[config.mk]
export PLATFORM = sky130hd
export DESIGN_NAME = inst_loader
export DESIGN_NICKNAME = d
export VERILOG_FILES = /design/src/rtl/inst_loader.sv
export SDC_FILE = /design/constraint.sdc
export NUM_CORES = 1
export LEC_CHECK = 0
export CAP_MARGIN = 20
export CORE_AREA = 3 3 141 143
export DETAILED_ROUTE_END_ITERATION = 10
export DIE_AREA = 0 0 144 146
export PLACE_DENSITY = 0.71
export SETUP_SLACK_MARGIN = 0.3
export SYNTH_ARGS = -nofsm -noshare
export SYNTH_HDL_FRONTEND = slang
export SYNTH_SLANG_ARGS = --single-unit
[constraint.sdc]
create_clock -name clk -period 2.4 [get_ports clk]
set_input_delay 0.48 -clock clk [delete_from_list [all_inputs] [get_ports clk]]
set_output_delay 0.48 -clock clk [all_outputs]
set_load 0.1 [all_outputs]
[src/rtl/inst_loader.sv]
// inst_loader: boot-time program loader for the instruction RAM.
// Receives a framed little-endian byte stream (count, words, XOR checksum),
// writes each assembled word to consecutive word addresses and releases the
// core only once a complete, checksum-clean image has been written.
module inst_loader #(
   parameter int             w         = 32,
   parameter logic [w-1:0]   BASE_ADDR = '0,
   parameter int             MAX_WORDS = 2048
) (
   input  logic         clk,
   input  logic         rst_n,
   input  logic         start,
   input  logic [7:0]   rx_data,
   input  logic         rx_valid,
   output logic         rx_ready,
   output logic         is_write,
   output logic [w-1:0] im_addr,
   output logic [w-1:0] im_inst,
   output logic         core_hold,
   output logic         done,
   output logic         error
);

   typedef enum logic [2:0] {
      S_HDR0,
      S_HDR1,
      S_DATA,
      S_CSUM,
      S_DONE,
      S_ERR
   } state_t;

   localparam logic [31:0]  MAX_LIMIT = 32'(MAX_WORDS);
   localparam logic [w-1:0] ADDR_STEP = w'(4);

   state_t        state;
   state_t        next_state;

   logic [1:0]    byte_cnt;
   logic [7:0]    cnt_lo;
   logic [15:0]   word_cnt;
   logic [15:0]   index;
   logic [7:0]    xor_acc;
   logic [23:0]   word_buf;
   logic [w-1:0]  wr_addr;

   logic          stage_valid;
   logic [w-1:0]  stage_addr;
   logic [w-1:0]  stage_inst;

   logic          accept;
   logic [15:0]   hdr_count;
   logic          oversize;
   logic          last_byte;
   logic          last_word;
   logic          word_complete;

   assign accept        = rx_valid && rx_ready;
   assign hdr_count     = {rx_data, cnt_lo};
   assign oversize      = {16'd0, hdr_count} > MAX_LIMIT;
   assign last_byte     = (byte_cnt == 2'd3);
   assign last_word     = (index == word_cnt - 16'd1);
   assign word_complete = accept && (state == S_DATA) && last_byte;

   // Handshake: ready only in the receiving states, never while in reset or during a start pulse.
   always_comb begin
      rx_ready = 1'b0;
      if (rst_n && !start) begin
         case (state)
            S_HDR0, S_HDR1, S_DATA, S_CSUM: rx_ready = 1'b1;
            default:                        rx_ready = 1'b0;
         endcase
      end
   end

   // Next-state logic for the frame parser; start always forces a fresh frame.
   always_comb begin
      next_state = state;
      case (state)
         S_HDR0: begin
            if (accept) next_state = S_HDR1;
         end
         S_HDR1: begin
            if (accept) begin
               if (oversize)                next_state = S_ERR;
               else if (hdr_count == 16'd0) next_state = S_CSUM;
               else                         next_state = S_DATA;
            end
         end
         S_DATA: begin
            if (accept && last_byte && last_word) next_state = S_CSUM;
         end
         S_CSUM: begin
            if (accept) begin
               if (rx_data == xor_acc) next_state = S_DONE;
               else                    next_state = S_ERR;
            end
         end
         S_DONE:  next_state = S_DONE;
         S_ERR:   next_state = S_ERR;
         default: next_state = S_HDR0;
      endcase
      if (start) next_state = S_HDR0;
   end

   // State register.
   always_ff @(posedge clk) begin
      if (!rst_n) state <= S_HDR0;
      else        state <= next_state;
   end

   // Frame bookkeeping: header capture, running XOR, byte assembly and word addressing.
   always_ff @(posedge clk) begin
      if (!rst_n || start) begin
         byte_cnt <= 2'd0;
         cnt_lo   <= 8'd0;
         word_cnt <= 16'd0;
         index    <= 16'd0;
         xor_acc  <= 8'd0;
         word_buf <= 24'd0;
         wr_addr  <= BASE_ADDR;
      end else if (accept) begin
         case (state)
            S_HDR0: begin
               cnt_lo  <= rx_data;
               xor_acc <= xor_acc ^ rx_data;
            end
            S_HDR1: begin
               word_cnt <= hdr_count;
               xor_acc  <= xor_acc ^ rx_data;
            end
            S_DATA: begin
               xor_acc  <= xor_acc ^ rx_data;
               byte_cnt <= byte_cnt + 2'd1;
               case (byte_cnt)
                  2'd0: word_buf[7:0]   <= rx_data;
                  2'd1: word_buf[15:8]  <= rx_data;
                  2'd2: word_buf[23:16] <= rx_data;
                  default: begin
                     index   <= index + 16'd1;
                     wr_addr <= wr_addr + ADDR_STEP;
                  end
               endcase
            end
            default: begin
               xor_acc <= xor_acc;
            end
         endcase
      end
   end

   // Stage a completed word so the strobe is driven from registers one cycle later.
   always_ff @(posedge clk) begin
      if (!rst_n || start) begin
         stage_valid <= 1'b0;
         stage_addr  <= BASE_ADDR;
         stage_inst  <= '0;
      end else begin
         stage_valid <= word_complete;
         if (word_complete) begin
            stage_addr <= wr_addr;
            stage_inst <= w'({rx_data, word_buf});
         end
      end
   end

   // Registered RAM write port and status; a pulse already on the bus finishes even if start arrives.
   always_ff @(posedge clk) begin
      if (!rst_n) begin
         is_write  <= 1'b0;
         im_addr   <= BASE_ADDR;
         im_inst   <= '0;
         core_hold <= 1'b1;
         done      <= 1'b0;
         error     <= 1'b0;
      end else begin
         is_write <= stage_valid && !start;
         if (stage_valid && !start) begin
            im_addr <= stage_addr;
            im_inst <= stage_inst;
         end
         done      <= (next_state == S_DONE);
         error     <= (next_state == S_ERR);
         core_hold <= (next_state != S_DONE);
      end
   end

endmodule

=== After elaboration in Yosys (flattened, before gate mapping) ===
Cells that the tools add are included.

* Mux-type cells: 11
* Magnitude comparators: 1
* Equality and inequality tests: 13
* Reductions and logical operators: 24
* Bitwise operators: 2
* $add $sub $neg: 4

{| class="wikitable"
|+ Operator list
! operator !! count
|-
| 32-bit by 3-bit adder with 32-bit output, second input constant || 1
|-
| 3-bit two-way mux || 6
|-
| 3-bit one-hot mux with 6 select lines || 1
|-
| 16-bit by 1-bit adder with 16-bit output, second input constant || 1
|-
| 16-bit == test || 1
|-
| 16-bit by 12-bit > comparator with 1-bit output, second input constant || 1
|-
| 16-bit logical NOT || 1
|-
| 16-bit by 1-bit subtractor with 16-bit output, second input constant || 1
|-
| 3-bit == test, second input constant || 4
|-
| 3-bit AND reduction || 4
|-
| 8-bit == test || 1
|-
| 2-bit AND reduction || 4
|-
| 8-bit bitwise XOR || 1
|-
| 1-bit logical AND || 7
|-
| 3-bit by 2-bit == test with 1-bit output, second input constant || 2
|-
| 3-bit OR reduction || 2
|-
| 2-bit == test, second input constant || 2
|-
| 1-bit two-way mux || 4
|-
| 4-bit OR reduction || 1
|-
| 3-bit by 1-bit == test with 1-bit output, second input constant || 1
|-
| 3-bit logical NOT || 1
|-
| 3-bit inequality test, second input constant || 1
|-
| 2-bit by 1-bit adder with 2-bit output, second input constant || 1
|-
| 2-bit by 1-bit == test with 1-bit output, second input constant || 1
|-
| other kinds (4) || 5
|}

* Register bits after elaboration: 242
* Word-level logic and storage cells: 74
* Input bits: 12
* Output and inout bits: 69

=== Logic depth before layout (Yosys ltp) ===
Gate-level depths: netlist of run 1.

* Depth in word-level cells: 11
* Gate-level depth with buffers: 10

=== Worst setup path before layout of run 1 ===
Ideal clock, no wire load.

* Path type: input to output
* Start point: in rst_n
* End point: out rx_ready
* Slack: -0.692 ns
* Buffers on the path: 4
* Stages on the path: 6
* Arrival time: 2.612 ns
* Cells stage by stage: clkbuf_1 nand2b_1 clkbuf_1 clkbuf_1 clkbuf_1 nor2_1

* Cells in the longest elaborated chain, start to end: 2

{| class="wikitable"
|+ RTL lines
! what !! RTL line !! source
|-
| start: declaration || 11 || <nowiki>input logic rst_n,</nowiki>
|-
| 1-bit logical AND || 68 || <nowiki>if (rst_n && !start) begin</nowiki>
|-
| 1-bit two-way mux || 68 ||
|-
| end: declaration || 15 || <nowiki>output logic rx_ready,</nowiki>
|}

Every way passes these cells.

=== Final worst setup path of run 1 ===
* Start point: reg word_cnt[3]
* End point: reg done

* Cells in the longest elaborated chain, start to end: 7

{| class="wikitable"
|+ RTL lines
! what !! RTL line !! source
|-
| start: declaration || 41 || <nowiki>logic [15:0] word_cnt;</nowiki>
|-
| start signal: assignment || 129 || <nowiki>word_cnt <= hdr_count;</nowiki>
|-
| 16-bit by 1-bit subtractor with 16-bit output || 62 || <nowiki>assign last_word = (index == word_cnt - 16'd1);</nowiki>
|-
| 16-bit == test || 62 ||
|-
| 1-bit logical AND || 91 || <nowiki>if (accept && last_byte && last_word) next_state = S_CSUM;</nowiki>
|-
| 3-bit two-way mux || 91 ||
|-
| 3-bit one-hot mux with 6 select lines || 79 || <nowiki>case (state)</nowiki>
|-
| 3-bit two-way mux || 103 || <nowiki>if (start) next_state = S_HDR0;</nowiki>
|-
| 3-bit == test || 182 || <nowiki>done <= (next_state == S_DONE);</nowiki>
|-
| end signal: assignment || 182 ||
|-
| end: declaration || 20 || <nowiki>output logic done,</nowiki>
|}

Every way passes these cells.
A chain may end at the register's enable or synchronous reset.

==> out/results.ini, run 1 <==
[global_route]
grt_pass1_vias=7390
antenna_found_initial=0
grt_pass1_wl_um=35730
grt_usage_pct=19.87
grt-ovfl-total=0
grt_max_degree=80

[route]
route.detailed.drc=0
wl_per_cell_um=14.03
viasPerCell=5.298
drt_iter0_drc=517
vias=8016
ant_nets=0
routed_wl_um=21230
firstDrtPassIters=5

[timing]
fin_ws_ns=-0.06541
holdWs_ns=0.4517
skew_ns=0.01356
rsz0062_at_grt=true
hold_violations=0
setup_viol=2
fmax_mhz=405.6
slew_viol_final=0
tns_ns=-0.06572
finalCriticalPeriod_ns=2.465
finalCritPeriodShare_pct=102.7

[worst_hold_path]
hold_path_depth=2
hp-class=register to register

[clock_network]
htreeDepth=1
cts_tree=done
clk_path_buf_depth=3
cts_hold_buffers=0
clock-sinks=236
clock_latency_ns=0.52
clock-root-buffer=clkbuf_16
clk_pin_slew_ns=0.06
numCtsBuffers=25

[placed_design]
io_buffers=78
place_congestion=0.8729
post-dp-hpwl_um=13710

[critical_path]
cp-end-kind=register
critPathKind=register to register
r2r_cells=6
cp-start-kind=register
crit_fanout=4
critPathArrivalTime_ns=2.88
cp.required_ns=2.81

[die]
die_w_um=144
design.die.area_um2=21020
num_rows=50
die_height_um=146
start_util_pct=51.54
ios=81
core_area_um2=18710

[finish]
drive_gt1_share_pct=15.48
final_common_cell=nand2_1
area_growth_pct=21.04
final_cell_mix=323 x nand2_1, 234 x dfxtp_1, 115 x buf_4, 112 x a21oi_1, 69 x nor2_1
nets=1283
num_antenna_cells=0

[synth]
synth_area_leader_cell=dfxtp_1
synth_cell_types=58
ys_warn_count=0
synth.area.top_cells=dfxtp_1 49%, nand2_1 13%, a21oi_1 5.9%
synth-main-ff-cell=dfxtp_1
syn_avg_cell_area_um2=8.156
synth_area_um2=9640
synthCells=1182
ys_seq_elements=236
yosysTopAreaCellShare_pct=49.01
synth_edf_count=0
seq_area_frac_synth_pct=49.01
async_flop_share_pct=0

[status]
status=finished with violations
violations=setup timing

[power_and_ir_drop]
leakagePower_nw=4.040
ir_drop_mv=0.5179
finalPower_mw=7.779
power_density_nw_per_um2=666.6

[job]
cap_violations=0

## flip-flops by register name (all words and copies together), names as in the netlist
register     cells
core_hold        1
word_cnt        16
word_buf        24
wr_addr         30
index           16
im_inst         32
stage_addr      30
is_write         1
state            3
stage_inst      32
im_addr         30
error            1
cnt_lo           8
xor_acc          8
stage_valid      1
byte_cnt         2
done             1
## metal layers
layer / share of wire [%] / vias up / global-route usage, %
met4: 1.7 / 0 / 4.520
met1: 48 / 3759 / 28.64
met2: 46 / 130 / 31.75
li1: - / 4094 / -
met3: 3.7 / 33 / 2.596
met5: 0 / - / 0
## repair_timing
item | in CTS | in global routing
pin swaps | 4 | 6
gates resized for setup | 9 | 11
setup endpoints to repair | 46 | 34
buffers inserted | 1 | 4
gates cloned | 0 | 2
## final cells by class
cell class                 instances  area [µm²]
clock inverter                     8       73.82
fill                            1659        7037
inverter                          15       58.81
tap                              234       292.8
clock buffer                      34       689.4
multi-input combinational        846        4661
sequential                       236        4727
timing repair buffer             140        1166
## synthesized netlist by cell type (3+ instances only)
cell	n
a21boi_0	62
a21oi_1	113
and2_1	5
and3_1	3
and4_1	4
buf_1	3
clkbuf_1	80
dfxtp_1	236
ha_1	7
inv_1	15
mux2i_1	11
nand2_1	324
nand2b_1	4
nand3_1	59
nand4_1	18
nor2_1	70
nor2b_1	7
nor3_1	18
nor4_1	9
o21ai_0	11
or3_1	12
xnor2_1	35
xor2_1	31
## critical path, stage by stage, from the launching register on
cell	delay, ns
dfxtp_2	0.33
or4_4	0.51
or3_1	0.31
a2111o_1	0.41
a2111oi_4	0.37
a41oi_2	0.22
and2_1	0.20
## final timing paths
kind	startpoint	to	slack, ns
worst max register to register	word_cnt[3]	done	-0.07
worst min register to register	word_buf[1]	stage_inst[1]	0.45
worst min-delay path	word_buf[1]	stage_inst[1]	0.45
worst max-delay path	word_cnt[3]	done	-0.07
## power by group
part	leakage [nW]	switching, mW	total (mW)	internal (mW)
combinational	1.77	0.148	0.229	0.0815
clock	0.371	1.52	3.62	2.11
sequential	1.90	0.00456	3.93	3.92
total	4.04	1.67	7.78	6.11
## stage by stage
| step | utilization [%] | cell area (µm²) | setup WS [ns] | cells |
|---|---|---|---|---|
| floorplan | - | 9734 | 0.05253 | 1183 |
| global placement | 57.57 | 10770 | -0.3127 | 1464 |
| detailed placement | 57.57 | 10770 | -0.3507 | 1464 |
| CTS | 61.90 | 11580 | -0.06347 | 1507 |
| global route | 62.38 | 11670 | -0.1680 | 1513 |
| finish | 62.38 | 11670 | -0.06541 | 1513 |
## cells by family after synthesis
family / after synthesis / synth area share [%]
AOI/OAI and AO/OA: 208 / 13.51
xor gates and xnor gates: 67 / 6.230
adders and majority gates: 7 / 0.9085
buffers and inverters: 101 / 4.023
DFF: 236 / 49.01
muxes: 12 / 1.259
other: 1 / 0.03890
and+or+nand+nor: 550 / 25.02
(Power assumes the default switching activity.)
==> inputs of run 2 (changes only) <==
- CORE_AREA: 3 3 141 143 -> 3 3 201 203
- DIE_AREA: 0 0 144 146 -> 0 0 204 206
- MAX_ROUTING_LAYER: default -> met4
- PLACE_DENSITY: 0.71 -> 0.39
==> run 2 against run 1 <==
The run still ends with setup timing left. Critical path type unchanged. Worst hold slack lost 0.066 ns. First-iteration DRC count fell by 14%. Sequential share of layout area is 1.6 points lower. Routed wire length rose by 21%.
==> out/results.ini, run 2 (synthesis gave the netlist of run 1 again) <==
[timing]
hold_violations=0  ; unchanged
fmax_mhz=416.1  ; +2.6%
holdWs_ns=0.3855  ; -0.06622 ns
skew_ns=0.02271  ; +0.009144 ns
finalCritPeriodShare_pct=100.1  ; -2.6 points
tightest_slew_ns=0.5617
fin_ws_ns=-0.002993  ; +0.06242 ns
setup_viol=1  ; -1
rsz0062_at_grt=true
slew_viol_final=0  ; unchanged
finalCriticalPeriod_ns=2.403  ; -0.06242 ns
max-slew-margin-rel_pct=62.55

[job]
cap_violations=0  ; unchanged

[global_route]
use_met3_pct=1.717  ; -0.88 points
antenna_found_initial=0  ; unchanged
grt_pass1_wl_um=42160  ; +18%
grt_usage_pct=12.48  ; -7.4 points
grt.busiest_layer=met2
grt-ovfl-total=0  ; unchanged
grt_max_degree=76  ; -5.0%
met1_usage_pct=17.17  ; -11 points
grt_pass1_vias=7801  ; +5.6%
met2_usage_pct=19.70  ; -12 points

[power_and_ir_drop]
ir_drop_mv=0.4257  ; -18%
finalPower_mw=8.037  ; +3.3%
leakagePower_nw=4.089  ; +1.2%
power_density_nw_per_um2=661.4  ; -0.79%

[route]
firstDrtPassIters=4  ; -1
route.detailed.drc=0  ; unchanged
wl_per_cell_um=14.23  ; +1.4%
routed_wl_um=25730  ; +21%
ant_nets=0  ; unchanged
vias=7949  ; -0.84%
drt_iter0_drc=443  ; -14%
viasPerCell=4.397  ; -17%

[clock_network]
clock_latency_ns=0.54  ; +0.02 ns
numCtsBuffers=28  ; +12%
cts_hold_buffers=0  ; unchanged
clock-sinks=236  ; unchanged
htreeDepth=1  ; unchanged
clk_pin_slew_ns=0.06  ; about the same
clk_path_buf_depth=3  ; unchanged
cts_tree=done
clock-root-buffer=clkbuf_16

[worst_hold_path]
hp-class=primary input to register
hold_path_depth=3  ; +1

[die]
ios=81  ; unchanged
die_height_um=206  ; +41%
design.die.area_um2=42020  ; +100%
core_area_um2=38650  ; +110%
num_rows=72  ; +44%
start_util_pct=24.94  ; -27 points
die_w_um=204  ; +42%

[critical_path]
critPathKind=register to register
critPathArrivalTime_ns=2.84  ; -0.04 ns
cp-end-kind=register
r2r_cells=6  ; unchanged
cp-start-kind=register
cp.required_ns=2.83  ; +0.02 ns
crit_fanout=4  ; unchanged

[finish]
reg_top3=im_inst x32, stage_inst x32
drive_gt1_share_pct=15.97  ; +0.49 points
final_cell_mix=323 x nand2_1, 233 x dfxtp_1, 128 x buf_4, 113 x a21oi_1, 69 x nor2_1
layout.cells.non_filler=1808  ; +19%
final_common_cell=nand2_1
area_growth_pct=26.05
num_antenna_cells=0  ; unchanged
nFillCells=4149  ; +150%
nets=1295  ; +0.94%

[placed_design]
place_congestion=0.8041  ; -7.9%
io_buffers=78  ; unchanged
post-place-ws_ns=-0.4573  ; -0.1065 ns
post-dp-hpwl_um=17260  ; +26%
dp_cells=1762  ; +20%

[status]
violations=setup timing
status=finished with violations

==> run 2: worst max-delay path, cell delays in order (launching register included) <==
cell       delay [ns]
dfxtp_2          0.33
or4_4            0.51
or3_1            0.32
a2111o_1         0.42
a2111oi_4        0.35
a41oi_4          0.19
and2_1           0.19
==> run 2: worst paths after layout <==
path	slack (ns)	end	from
worst max-delay path	-0.003	done	word_cnt[3]
worst min-delay path	0.39	im_addr[30]	rst_n
worst max register to register	-0.003	done	word_cnt[3]
worst min register to register	0.45	stage_inst[2]	word_buf[2]
==> run 2: final cells by class <==
cell class	count	area (µm²)	share of cell area (%)
flip-flops and latches	236	4728	38.91
multi-input cells	846	4648	38.25
repair buffers	149	1237	10.18
clock buffers	39	792.0	6.518
well taps	518	648.1	5.334
inverters	15	61.31	0.5045
clock inverters	5	36.28	0.2986
==> run 2: where the power goes <==
group / internal (mW) / leakage, nW / switching (mW)
combinational: 0.0843 / 1.78 / 0.156
sequential: 3.92 / 1.90 / 0.00481
clock: 2.27 / 0.411 / 1.60
==> run 2: per-layer routing <==
metal / wire, µm / vias up
met5: 0 / -
met4: 381 / 0
met3: 852 / 26
met2: 11470 / 87
met1: 13020 / 3709
li1: - / 4127
==> run 2: timing repair <==
action,4_1_cts,5_1_grt
endpoints found under the setup margin,27,13
pin swaps,4,2
buffers inserted,1,1
gates resized for setup,13,1
==> run 2: stage by stage <==
stage | TNS, ns | utilization, % | instance area (µm²)
2_1_floorplan | 0 | - | 9734
3_5_place_dp | -25.88 | 29.12 | 11250
4_1_cts | -0.002056 | 31.42 | 12140
6_report | -0.002993 | 31.44 | 12150
3_3_place_gp | -19.89 | 29.12 | 11250
5_1_grt | -0.3499 | 31.44 | 12150
==> inputs of run 3 (changes only) <==
- HOLD_SLACK_MARGIN: default -> 0.1
==> results of run 3 <==
No change in the layout: final DEF, timing and power equal those of run 2.
